**src/rtl/alu_mc_if.sv**
```systemverilog
`default_nettype none
// ============================================================================
//  Module      : alu_mc_if
//  Description : Request/response bundle for the multi-cycle execute ALU.
//                Request side (in_*): valid/ready, decode fields, operands
//                and tag. Response side (out_*): valid/ready, result,
//                operand-equality flag, exception code and tag.
//                master = issuing stage / consumer, slave = ALU.
//  Revision    : 1.0  initial release
// ============================================================================
interface alu_mc_if #(
    parameter int WORD_SIZE = 32,
    parameter int TAG_WIDTH = 4
);
    logic                  in_valid;
    logic                  in_ready;
    logic [6:0]            opcode;
    logic [6:0]            funct7;
    logic [2:0]            funct3;
    logic [WORD_SIZE-1:0]  in_a;
    logic [WORD_SIZE-1:0]  in_b;
    logic [TAG_WIDTH-1:0]  in_tag;
    logic                  out_valid;
    logic                  out_ready;
    logic [WORD_SIZE-1:0]  out_result;
    logic                  out_zero;
    logic [WORD_SIZE-1:0]  out_exception;
    logic [TAG_WIDTH-1:0]  out_tag;

    modport master (
        output in_valid, opcode, funct7, funct3, in_a, in_b, in_tag, out_ready,
        input  in_ready, out_valid, out_result, out_zero, out_exception, out_tag
    );

    modport slave (
        input  in_valid, opcode, funct7, funct3, in_a, in_b, in_tag, out_ready,
        output in_ready, out_valid, out_result, out_zero, out_exception, out_tag
    );
endinterface
`default_nettype wire

```
**src/rtl/alu_mc.sv**
```systemverilog
`default_nettype none
// ============================================================================
//  Module      : alu_mc
//  Description : Execute-stage ALU. ADD/SUB/OR/AND, address generation,
//                branch compare and jump pass-through finish in one cycle;
//                MUL takes MUL_LATENCY cycles and stalls issue meanwhile.
//                Unsupported encodings complete with EXC_ILLEGAL.
//  Ports       : clk, rst (sync, active high), flush (drop in-flight op and
//                held result), bus (alu_mc_if.slave request/response).
//  Revision    : 1.0  initial release
// ============================================================================
module alu_mc #(
    parameter int                   WORD_SIZE   = 32,
    parameter int                   TAG_WIDTH   = 4,
    parameter int                   MUL_LATENCY = 5,
    parameter logic [WORD_SIZE-1:0] EXC_ILLEGAL = 1
) (
    input  wire logic  clk,
    input  wire logic  rst,
    input  wire logic  flush,
    alu_mc_if.slave    bus
);
    localparam logic [6:0] OP_ALU    = 7'b0110011;
    localparam logic [6:0] OP_IMM    = 7'b0010011;
    localparam logic [6:0] OP_LOAD   = 7'b0000011;
    localparam logic [6:0] OP_STORE  = 7'b0100011;
    localparam logic [6:0] OP_BRANCH = 7'b1100011;
    localparam logic [6:0] OP_JUMP   = 7'b1101111;
    localparam int         CNT_W     = (MUL_LATENCY > 1) ? $clog2(MUL_LATENCY) : 1;

    typedef enum logic [0:0] {
        S_IDLE     = 1'b0,
        S_MUL_BUSY = 1'b1
    } state_t;

    state_t                state_q, state_d;
    logic [CNT_W-1:0]      cnt_q, cnt_d;
    logic [WORD_SIZE-1:0]  mul_a_q, mul_a_d, mul_b_q, mul_b_d;
    logic [TAG_WIDTH-1:0]  mul_tag_q, mul_tag_d;
    logic                  mul_zero_q, mul_zero_d;
    logic                  out_valid_q, out_valid_d;
    logic [WORD_SIZE-1:0]  out_result_q, out_result_d;
    logic                  out_zero_q, out_zero_d;
    logic [WORD_SIZE-1:0]  out_exc_q, out_exc_d;
    logic [TAG_WIDTH-1:0]  out_tag_q, out_tag_d;

    logic                  w_in_ready;
    logic                  w_accept;
    logic [WORD_SIZE-1:0]  w_dec_result;
    logic                  w_dec_illegal;
    logic                  w_dec_mul;
    logic [WORD_SIZE-1:0]  w_mul_prod;

    // Low product bits are sign-agnostic, so a plain unsigned multiply suffices.
    assign w_mul_prod = mul_a_q * mul_b_q;

    assign w_in_ready = !rst && !flush && (state_q == S_IDLE) &&
                        (!out_valid_q || bus.out_ready);
    assign w_accept   = bus.in_valid && w_in_ready;

    // Decode: illegal encodings leave the result at zero.
    always_comb begin
        w_dec_result  = '0;
        w_dec_illegal = 1'b0;
        w_dec_mul     = 1'b0;
        unique case (bus.opcode)
            OP_ALU: begin
                unique case (bus.funct7)
                    7'b0100000: w_dec_result = bus.in_a - bus.in_b;
                    7'b0000001: begin
                        w_dec_mul    = 1'b1;
                        w_dec_result = bus.in_a * bus.in_b;
                    end
                    7'b0000000: begin
                        unique case (bus.funct3)
                            3'b000:  w_dec_result = bus.in_a + bus.in_b;
                            3'b110:  w_dec_result = bus.in_a | bus.in_b;
                            3'b111:  w_dec_result = bus.in_a & bus.in_b;
                            default: w_dec_illegal = 1'b1;
                        endcase
                    end
                    default: w_dec_illegal = 1'b1;
                endcase
            end
            OP_IMM: begin
                if (bus.funct3 == 3'b000) w_dec_result  = bus.in_a + bus.in_b;
                else                      w_dec_illegal = 1'b1;
            end
            OP_LOAD, OP_STORE, OP_BRANCH: w_dec_result = bus.in_a + bus.in_b;
            OP_JUMP:                      w_dec_result = bus.in_a;
            default:                      w_dec_illegal = 1'b1;
        endcase
    end

    // Next-state and output-register logic.
    always_comb begin
        state_d      = state_q;
        cnt_d        = cnt_q;
        mul_a_d      = mul_a_q;
        mul_b_d      = mul_b_q;
        mul_tag_d    = mul_tag_q;
        mul_zero_d   = mul_zero_q;
        out_valid_d  = out_valid_q;
        out_result_d = out_result_q;
        out_zero_d   = out_zero_q;
        out_exc_d    = out_exc_q;
        out_tag_d    = out_tag_q;

        if (flush) begin
            state_d     = S_IDLE;
            cnt_d       = '0;
            out_valid_d = 1'b0;
        end else begin
            if (out_valid_q && bus.out_ready) out_valid_d = 1'b0;

            unique case (state_q)
                S_IDLE: begin
                    if (w_accept) begin
                        if (w_dec_mul && (MUL_LATENCY > 1)) begin
                            state_d    = S_MUL_BUSY;
                            cnt_d      = CNT_W'(MUL_LATENCY - 1);
                            mul_a_d    = bus.in_a;
                            mul_b_d    = bus.in_b;
                            mul_tag_d  = bus.in_tag;
                            mul_zero_d = (bus.in_a == bus.in_b);
                        end else begin
                            out_valid_d  = 1'b1;
                            out_result_d = w_dec_result;
                            out_zero_d   = (bus.in_a == bus.in_b);
                            out_exc_d    = w_dec_illegal ? EXC_ILLEGAL : '0;
                            out_tag_d    = bus.in_tag;
                        end
                    end
                end
                S_MUL_BUSY: begin
                    cnt_d = cnt_q - CNT_W'(1);
                    // The counter reaches zero on the same edge that the
                    // product lands, giving exactly MUL_LATENCY cycles.
                    // The output register is empty here: acceptance needed it
                    // draining and nothing else could refill it.
                    if (cnt_q == CNT_W'(1)) begin
                        state_d      = S_IDLE;
                        out_valid_d  = 1'b1;
                        out_result_d = w_mul_prod;
                        out_zero_d   = mul_zero_q;
                        out_exc_d    = '0;
                        out_tag_d    = mul_tag_q;
                    end
                end
                default: state_d = S_IDLE;
            endcase
        end
    end

    always_ff @(posedge clk) begin
        if (rst) begin
            state_q      <= S_IDLE;
            cnt_q        <= '0;
            mul_a_q      <= '0;
            mul_b_q      <= '0;
            mul_tag_q    <= '0;
            mul_zero_q   <= 1'b0;
            out_valid_q  <= 1'b0;
            out_result_q <= '0;
            out_zero_q   <= 1'b0;
            out_exc_q    <= '0;
            out_tag_q    <= '0;
        end else begin
            state_q      <= state_d;
            cnt_q        <= cnt_d;
            mul_a_q      <= mul_a_d;
            mul_b_q      <= mul_b_d;
            mul_tag_q    <= mul_tag_d;
            mul_zero_q   <= mul_zero_d;
            out_valid_q  <= out_valid_d;
            out_result_q <= out_result_d;
            out_zero_q   <= out_zero_d;
            out_exc_q    <= out_exc_d;
            out_tag_q    <= out_tag_d;
        end
    end

    assign bus.in_ready      = w_in_ready;
    assign bus.out_valid     = out_valid_q;
    assign bus.out_result    = out_result_q;
    assign bus.out_zero      = out_zero_q;
    assign bus.out_exception = out_exc_q;
    assign bus.out_tag       = out_tag_q;
endmodule
`default_nettype wire

```
**src/flat_wrapper.sv**
```systemverilog
// flat-port wrapper written by rule: the top's interface ports become plain ports
module alu_mc_flat 
#(
    parameter int                   WORD_SIZE   = 32,
    parameter int                   TAG_WIDTH   = 4,
    parameter int                   MUL_LATENCY = 5,
    parameter logic [WORD_SIZE-1:0] EXC_ILLEGAL = 1
)
  (clk, rst, flush, bus_in_valid, bus_opcode, bus_funct7, bus_funct3, bus_in_a, bus_in_b, bus_in_tag, bus_out_ready, bus_in_ready, bus_out_valid, bus_out_result, bus_out_zero, bus_out_exception, bus_out_tag);
  alu_mc_if #(.WORD_SIZE(WORD_SIZE), .TAG_WIDTH(TAG_WIDTH)) bus_i ();
  input  wire logic clk;
  input  wire logic rst;
  input  wire logic flush;
  input wire logic [$bits(bus_i.in_valid)-1:0] bus_in_valid;
  input wire logic [$bits(bus_i.opcode)-1:0] bus_opcode;
  input wire logic [$bits(bus_i.funct7)-1:0] bus_funct7;
  input wire logic [$bits(bus_i.funct3)-1:0] bus_funct3;
  input wire logic [$bits(bus_i.in_a)-1:0] bus_in_a;
  input wire logic [$bits(bus_i.in_b)-1:0] bus_in_b;
  input wire logic [$bits(bus_i.in_tag)-1:0] bus_in_tag;
  input wire logic [$bits(bus_i.out_ready)-1:0] bus_out_ready;
  output wire logic [$bits(bus_i.in_ready)-1:0] bus_in_ready;
  output wire logic [$bits(bus_i.out_valid)-1:0] bus_out_valid;
  output wire logic [$bits(bus_i.out_result)-1:0] bus_out_result;
  output wire logic [$bits(bus_i.out_zero)-1:0] bus_out_zero;
  output wire logic [$bits(bus_i.out_exception)-1:0] bus_out_exception;
  output wire logic [$bits(bus_i.out_tag)-1:0] bus_out_tag;
  assign bus_i.in_valid = bus_in_valid;
  assign bus_i.opcode = bus_opcode;
  assign bus_i.funct7 = bus_funct7;
  assign bus_i.funct3 = bus_funct3;
  assign bus_i.in_a = bus_in_a;
  assign bus_i.in_b = bus_in_b;
  assign bus_i.in_tag = bus_in_tag;
  assign bus_i.out_ready = bus_out_ready;
  assign bus_in_ready = bus_i.in_ready;
  assign bus_out_valid = bus_i.out_valid;
  assign bus_out_result = bus_i.out_result;
  assign bus_out_zero = bus_i.out_zero;
  assign bus_out_exception = bus_i.out_exception;
  assign bus_out_tag = bus_i.out_tag;
  alu_mc #(.WORD_SIZE(WORD_SIZE), .TAG_WIDTH(TAG_WIDTH), .MUL_LATENCY(MUL_LATENCY), .EXC_ILLEGAL(EXC_ILLEGAL)) u_core (.clk(clk), .rst(rst), .flush(flush), .bus(bus_i));
endmodule
```
**config.mk**
```make
export PLATFORM = sky130hd
export DESIGN_NAME = alu_mc_flat
export DESIGN_NICKNAME = d
export VERILOG_FILES = /design/src/rtl/alu_mc_if.sv /design/src/rtl/alu_mc.sv /design/src/flat_wrapper.sv
export SDC_FILE = /design/constraint.sdc
export NUM_CORES = 2
export LEC_CHECK = 0
export ABC_AREA = 1
export ABC_CLOCK_PERIOD_IN_PS = 19100
export BUFFER_PORTS_ARGS = -buffer_cell sky130_fd_sc_hd__buf_2
export CAP_MARGIN = 20
export CORE_MARGIN = 2
export CORE_UTILIZATION = 30
export DETAILED_ROUTE_END_ITERATION = 10
export SLEW_MARGIN = 25
export SYNTH_ARGS = -nofsm -noshare
export SYNTH_HDL_FRONTEND = slang
export SYNTH_SLANG_ARGS = --single-unit
```
**constraint.sdc**
```tcl
create_clock -name clk -period 19.1 [get_ports clk]
set_input_delay 2.865 -clock clk [delete_from_list [all_inputs] [get_ports clk]]
set_output_delay 2.865 -clock clk [all_outputs]
set_load 0.01 [all_outputs]
```
# After elaboration in Yosys (flattened, before gate mapping)
# Cells that the tools add are included.
# Widths: inputs -> output; s select.
[totals]
inputBits = 90
output_inout_bits = 71
word_cells = 94
reg_bits = 143
[classes]
n_eq_ne = 16
n_bitwise = 4
n_mul = 2
n_addsub = 3
mux = 39
reduce_logical = 19
[op_table]
columns = ["op", "count"]
rows = [
  ["$mux 32", 7],
  ["$pmux 32 s3", 2],
  ["$pmux 32 s2", 2],
  ["$pmux 32 s4", 1],
  ["$mul 32x32->32", 2],
  ["$add 32x32->32", 1],
  ["$and 32x32->32", 1],
  ["$eq 32x32->1", 1],
  ["$or 32x32->32", 1],
  ["$sub 32x32->32", 1],
  ["$eq 7x6->1 const B", 3],
  ["$mux 1", 15],
  ["$eq 7x7->1 const B", 2],
  ["$mux 4", 3],
  ["$pmux 1 s2", 4],
  ["$pmux 4 s2", 1],
  ["$reduce_and 4->1", 2],
  ["$eq 7x1->1 const B", 1],
  ["$eq 7x2->1 const B", 1],
  ["$eq 7x5->1 const B", 1],
  ["$logic_not 7->1", 1],
  ["$eq 3x3->1 const B", 2],
  ["$mux 3", 2],
  ["$pmux 3 s2", 1],
  ["14 further kinds", 25],
]

# Depth between registers and ports, before layout
[depth]
ltp_word = 9
mapped_depth = 37
mapped_depth_nobuf = 35

# Worst setup path before layout
# Ideal clock, no wire load.
[synth_timing]
kind = "in2reg"
from = "in bus_in_b[7]"
to = "reg u_core.out_result_q[28], in the netlist u_core.bus.out_result[28]"
n_path_buf = 2
setup_time_ns = 0.122
cell_stages = 29
path_slack_ns = 9.900
t_required_ns = 18.978
arrival_time_ns = 9.078
cell_sequence = "buf_2 -> clkbuf_1 -> nand2_1 -> inv_1 -> fa_1 -> fa_1 -> fa_1 -> inv_1 -> fa_1 -> inv_1 -> fa_1 -> inv_1 -> fa_1 -> inv_1 -> fa_1 -> fa_1 -> ha_1 -> nand2_1 -> nor2_1 -> and3_1 -> nand4_1 -> nand3_1 -> a21o_1 -> a31o_2 -> or2_2 -> nand3_1 -> nand3b_1 -> nand2_1 -> a21oi_2"
[synth_via]
elab_chain_len = 7
elab_cells_between_ends = 10
classes_between = "add/sub (2); mul (1); mux (7)"
[synth_lines]
columns = ["element", "line_no", "text"]
rows = [
  ["start, declared", "flat_wrapper.sv:19", "input wire logic [$bits(bus_i.in_b)-1:0] bus_in_b;"],
  ["branches (longest 3 deep; another with $mul 32x32->32)", "-", ""],
  ["$pmux 32 s4 *", "alu_mc.sv:66", "unique case (bus.opcode)"],
  ["$mux 32 *", "alu_mc.sv:119", "if (w_dec_mul && (MUL_LATENCY > 1)) begin"],
  ["$mux 32 *", "alu_mc.sv:118", "if (w_accept) begin"],
  ["$pmux 32 s2 *", "alu_mc.sv:116", "unique case (state_q)"],
  ["end signal, assigned", "alu_mc.sv:176", "out_result_q <= out_result_d;"],
  ["end, declared", "alu_mc.sv:42", "logic [WORD_SIZE-1:0] out_result_q, out_result_d;"],
]
# Mark *: on every way between the ends. The select of a mux whose other input is x is not followed.
# A chain may end at the register's enable or synchronous reset.

# Worst setup path in the final report
[layout_timing]
from = "in bus_in_b[2]"
to = "reg u_core.out_result_q[26], in the netlist u_core.bus.out_result[26]"
# Same word-level chain as after synthesis.

==> summary.txt <==
Outcome
  – Status: complete, no violations

Drt
  – DRT Wirelength: 160000 µm
  – Pre-antenna DRT Iters: 6
  – Residual DRC count: 0
  – DRT iter0 DRCs: 3466
  – Met2 WL: 71900 µm
  – Detail Route met3 WL: 13700 µm
  – Vias: 38.6k
  – Wire length per cell: 20.3 µm
  – Metal1 wirelength: 70300 µm
  – Via/cell ratio: 4.90
  – Post-route ant nets: 0
  – Top Layer Used: met5

Synthesis
  – Flops & latches, synth: 112
  – Sequential share of the synthesized area: 0.0517
  – Synth Cell Area: 43400 µm²
  – EDFF count, synth: 0
  – Async SR Flop Fraction: 0
  – Synth Warn #: 0
  – Post-synth cell types: 58
  – Gate Count Post-Synth: 6069
  – Syn avg cell area: 7.14 µm²
  – Primary FF master, synth: dfxtp_1

Setup path
  – Slowest stage delay, CP: 0.66 ns
  – Crit path max fanout: 31
  – Reg2Reg Depth: 30
  – Slowest CP cell: buf_2
  – CP required: 19.39 ns
  – Setup CP Type: in -> reg
  – Most numerous cell on the critical path: fa_1
  – Crit path DAT: 10.46 ns
  – Critical path depth in cells: 25
  – R2R setup slack: 11.44 ns
  – CP Launch Type: primary input
  – Family with the most delay on the worst path: adder cells
  – Worst path buffer plus inverter count: 4
  – Worst setup EP type: flop

Finish
  – Util after Layout: 0.319
  – Final nets: 7217
  – Fillers: 15.6k
  – Layout area overhead: 5.50%
  – Most frequent cells in the layout: inv_1, nand2_1, fa_1
  – Share of cells above drive strength 1: 0.0447
  – Most common cell after layout, fill and taps aside: inv_1
  – Design Area, Final: 45700 µm²

Timing
  – RSZ-0062 raised after global routing: false
  – Max Fclk: 98.2 MHz
  – Setup TNS: 0 ns
  – Final min period: 10.18 ns
  – Clock Skews: 0.0195 ns
  – Final setup fails: 0
  – Period utilisation layout: 0.533
  – Worst hold margin: 0.471 ns
  – Pins Over Slew Limit: 0
  – Relative slew slack: 0.294
  – Slew @ Worst Pin: 1.06 ns
  – Final hold viol count: 0

Floorplanning
  – Core area: 143000 µm²
  – I/O pins: 161
  – Die area: 148000 µm²
  – Die width: 384 µm
  – Initial core utilization: 0.302
  – Die Y-Extent: 384 µm
  – Rows: 139

Flow run
  – Max_cap viols: 0

CTS
  – Clock latency on the worst-skew pair: 0.40 ns
  – CTS root buffer: clkbuf_16
  – Post-CTS sizing: 0
  – Num CTS Buffers: 9
  – Clk sinks: 112
  – TritonCTS clock tree: built
  – CTS Buffer Depth: 2
  – Cts hold-fix bufs: 0
  – Clock-pin slew of the registers on the worst-case setup and hold paths: 0.08 ns
  – Total setup buffers inserted after CTS: 0
  – Htree depth: 3

Global routing
  – Initial antenna violation count: 13
  – Global-route wire length before repair: 245000 µm
  – GRT Resource Usage Total: 0.219
  – GRT overflow: 0
  – Vias in the first global route: 39.7k
  – Pin count of the biggest net entering global routing: 101

Placed design
  – I/O Buffers: 129
  – Gpl congestion: 1.01
  – Hpwl dp: 128000 µm
  – Dpl cell area: 45400 µm²

Pwr
  – Total power: 7500 µW
  – P_leak: 0.0264 µW
  – Max VDD drop: 0.000460 V
  – Cell Pwr Density: 164 nW/µm²

Min path
  – Worst hold path depth: 2
  – Hold Path Class: reg -> reg
## worst paths after layout
path                           start                   endpoint
setup / recovery         bus_in_b[2]  u_core.bus.out_result[26]
hold / removal       u_core.cnt_q[1]            u_core.cnt_q[1]
setup reg to reg  u_core.mul_a_q[17]  u_core.bus.out_result[29]
hold reg to reg      u_core.cnt_q[1]            u_core.cnt_q[1]
## worst min-delay path: stages, from the launching register on
cell and delay, ns:
dfxtp_1 0.31, nand2_1 0.06, a21oi_1 0.05
## state kept, by name, summed over array words and instances, names as in the netlist, 3 cells and up
register / count
u_core.mul_tag_q: 4
u_core.cnt_q: 3
u_core.mul_b_q: 32
u_core.bus.out_tag: 4
u_core.bus.out_result: 32
u_core.mul_a_q: 32
## kinds of logic after synthesis
kind of cell	Yosys count	share of synthesized area
fa+ha+maj	1161	0.477
buf+inv	1985	0.178
flops	112	0.0517
compound gates	695	0.0889
xor+xnor	81	0.0167
simple gates	2034	0.188
other cells	1	0.0000865
## Yosys cell counts (all sizes together), types with 12 or more instances
cell type / number / area share
nand4: 18 / 0.0026
ha: 343 / 0.099
a21oi: 295 / 0.035
or2: 12 / 0.0017
clkbuf: 192 / 0.017
o221ai: 14 / 0.0028
fa: 818 / 0.38
o21bai: 19 / 0.0033
a31oi: 17 / 0.0025
nand3b: 21 / 0.0036
xnor2: 38 / 0.0080
nor2: 192 / 0.018
dfxtp: 112 / 0.052
xor2: 43 / 0.0087
o211ai: 17 / 0.0029
nor3: 22 / 0.0031
o21ai: 276 / 0.032
inv: 1661 / 0.14
nand3: 164 / 0.019
buf: 132 / 0.018
a21o: 14 / 0.0025
nand2: 1593 / 0.14
## layout make-up
cell class / count / area, µm² / share of cell area
clock inverters: 7 / 97.6 / 0.00213
repair buffers: 180 / 1030 / 0.0225
multi-input cells: 4002 / 33500 / 0.733
clock buffers: 9 / 225 / 0.00492
flip-flops and latches: 112 / 2250 / 0.0491
inverters: 1661 / 6230 / 0.136
diodes: 5 / 12.5 / 0.000274
well taps: 1903 / 2380 / 0.0521
## metal layers
metal | global-route usage | vias to the layer above
met4 | 0.0476 | 16
met5 | 0 | -
li1 | - | 17421
met2 | 0.352 | 1601
met1 | 0.306 | 19356
met3 | 0.0351 | 229
## power by group
part | total, µW | internal (µW) | switching (µW)
logic | 7040 | 2470 | 4580
registers | 240 | 236 | 3.60
clock network | 212 | 96.5 | 116
total | 7500 | 2800 | 4700
## through the flow
step,cells,setup WS (ns)
floorplan,6099,9.90
global placement,7858,8.59
detailed placement,7858,8.57
CTS,7874,8.96
global route,7875,8.62
finish,7879,8.92
Power figures use the tool's default switching activity.
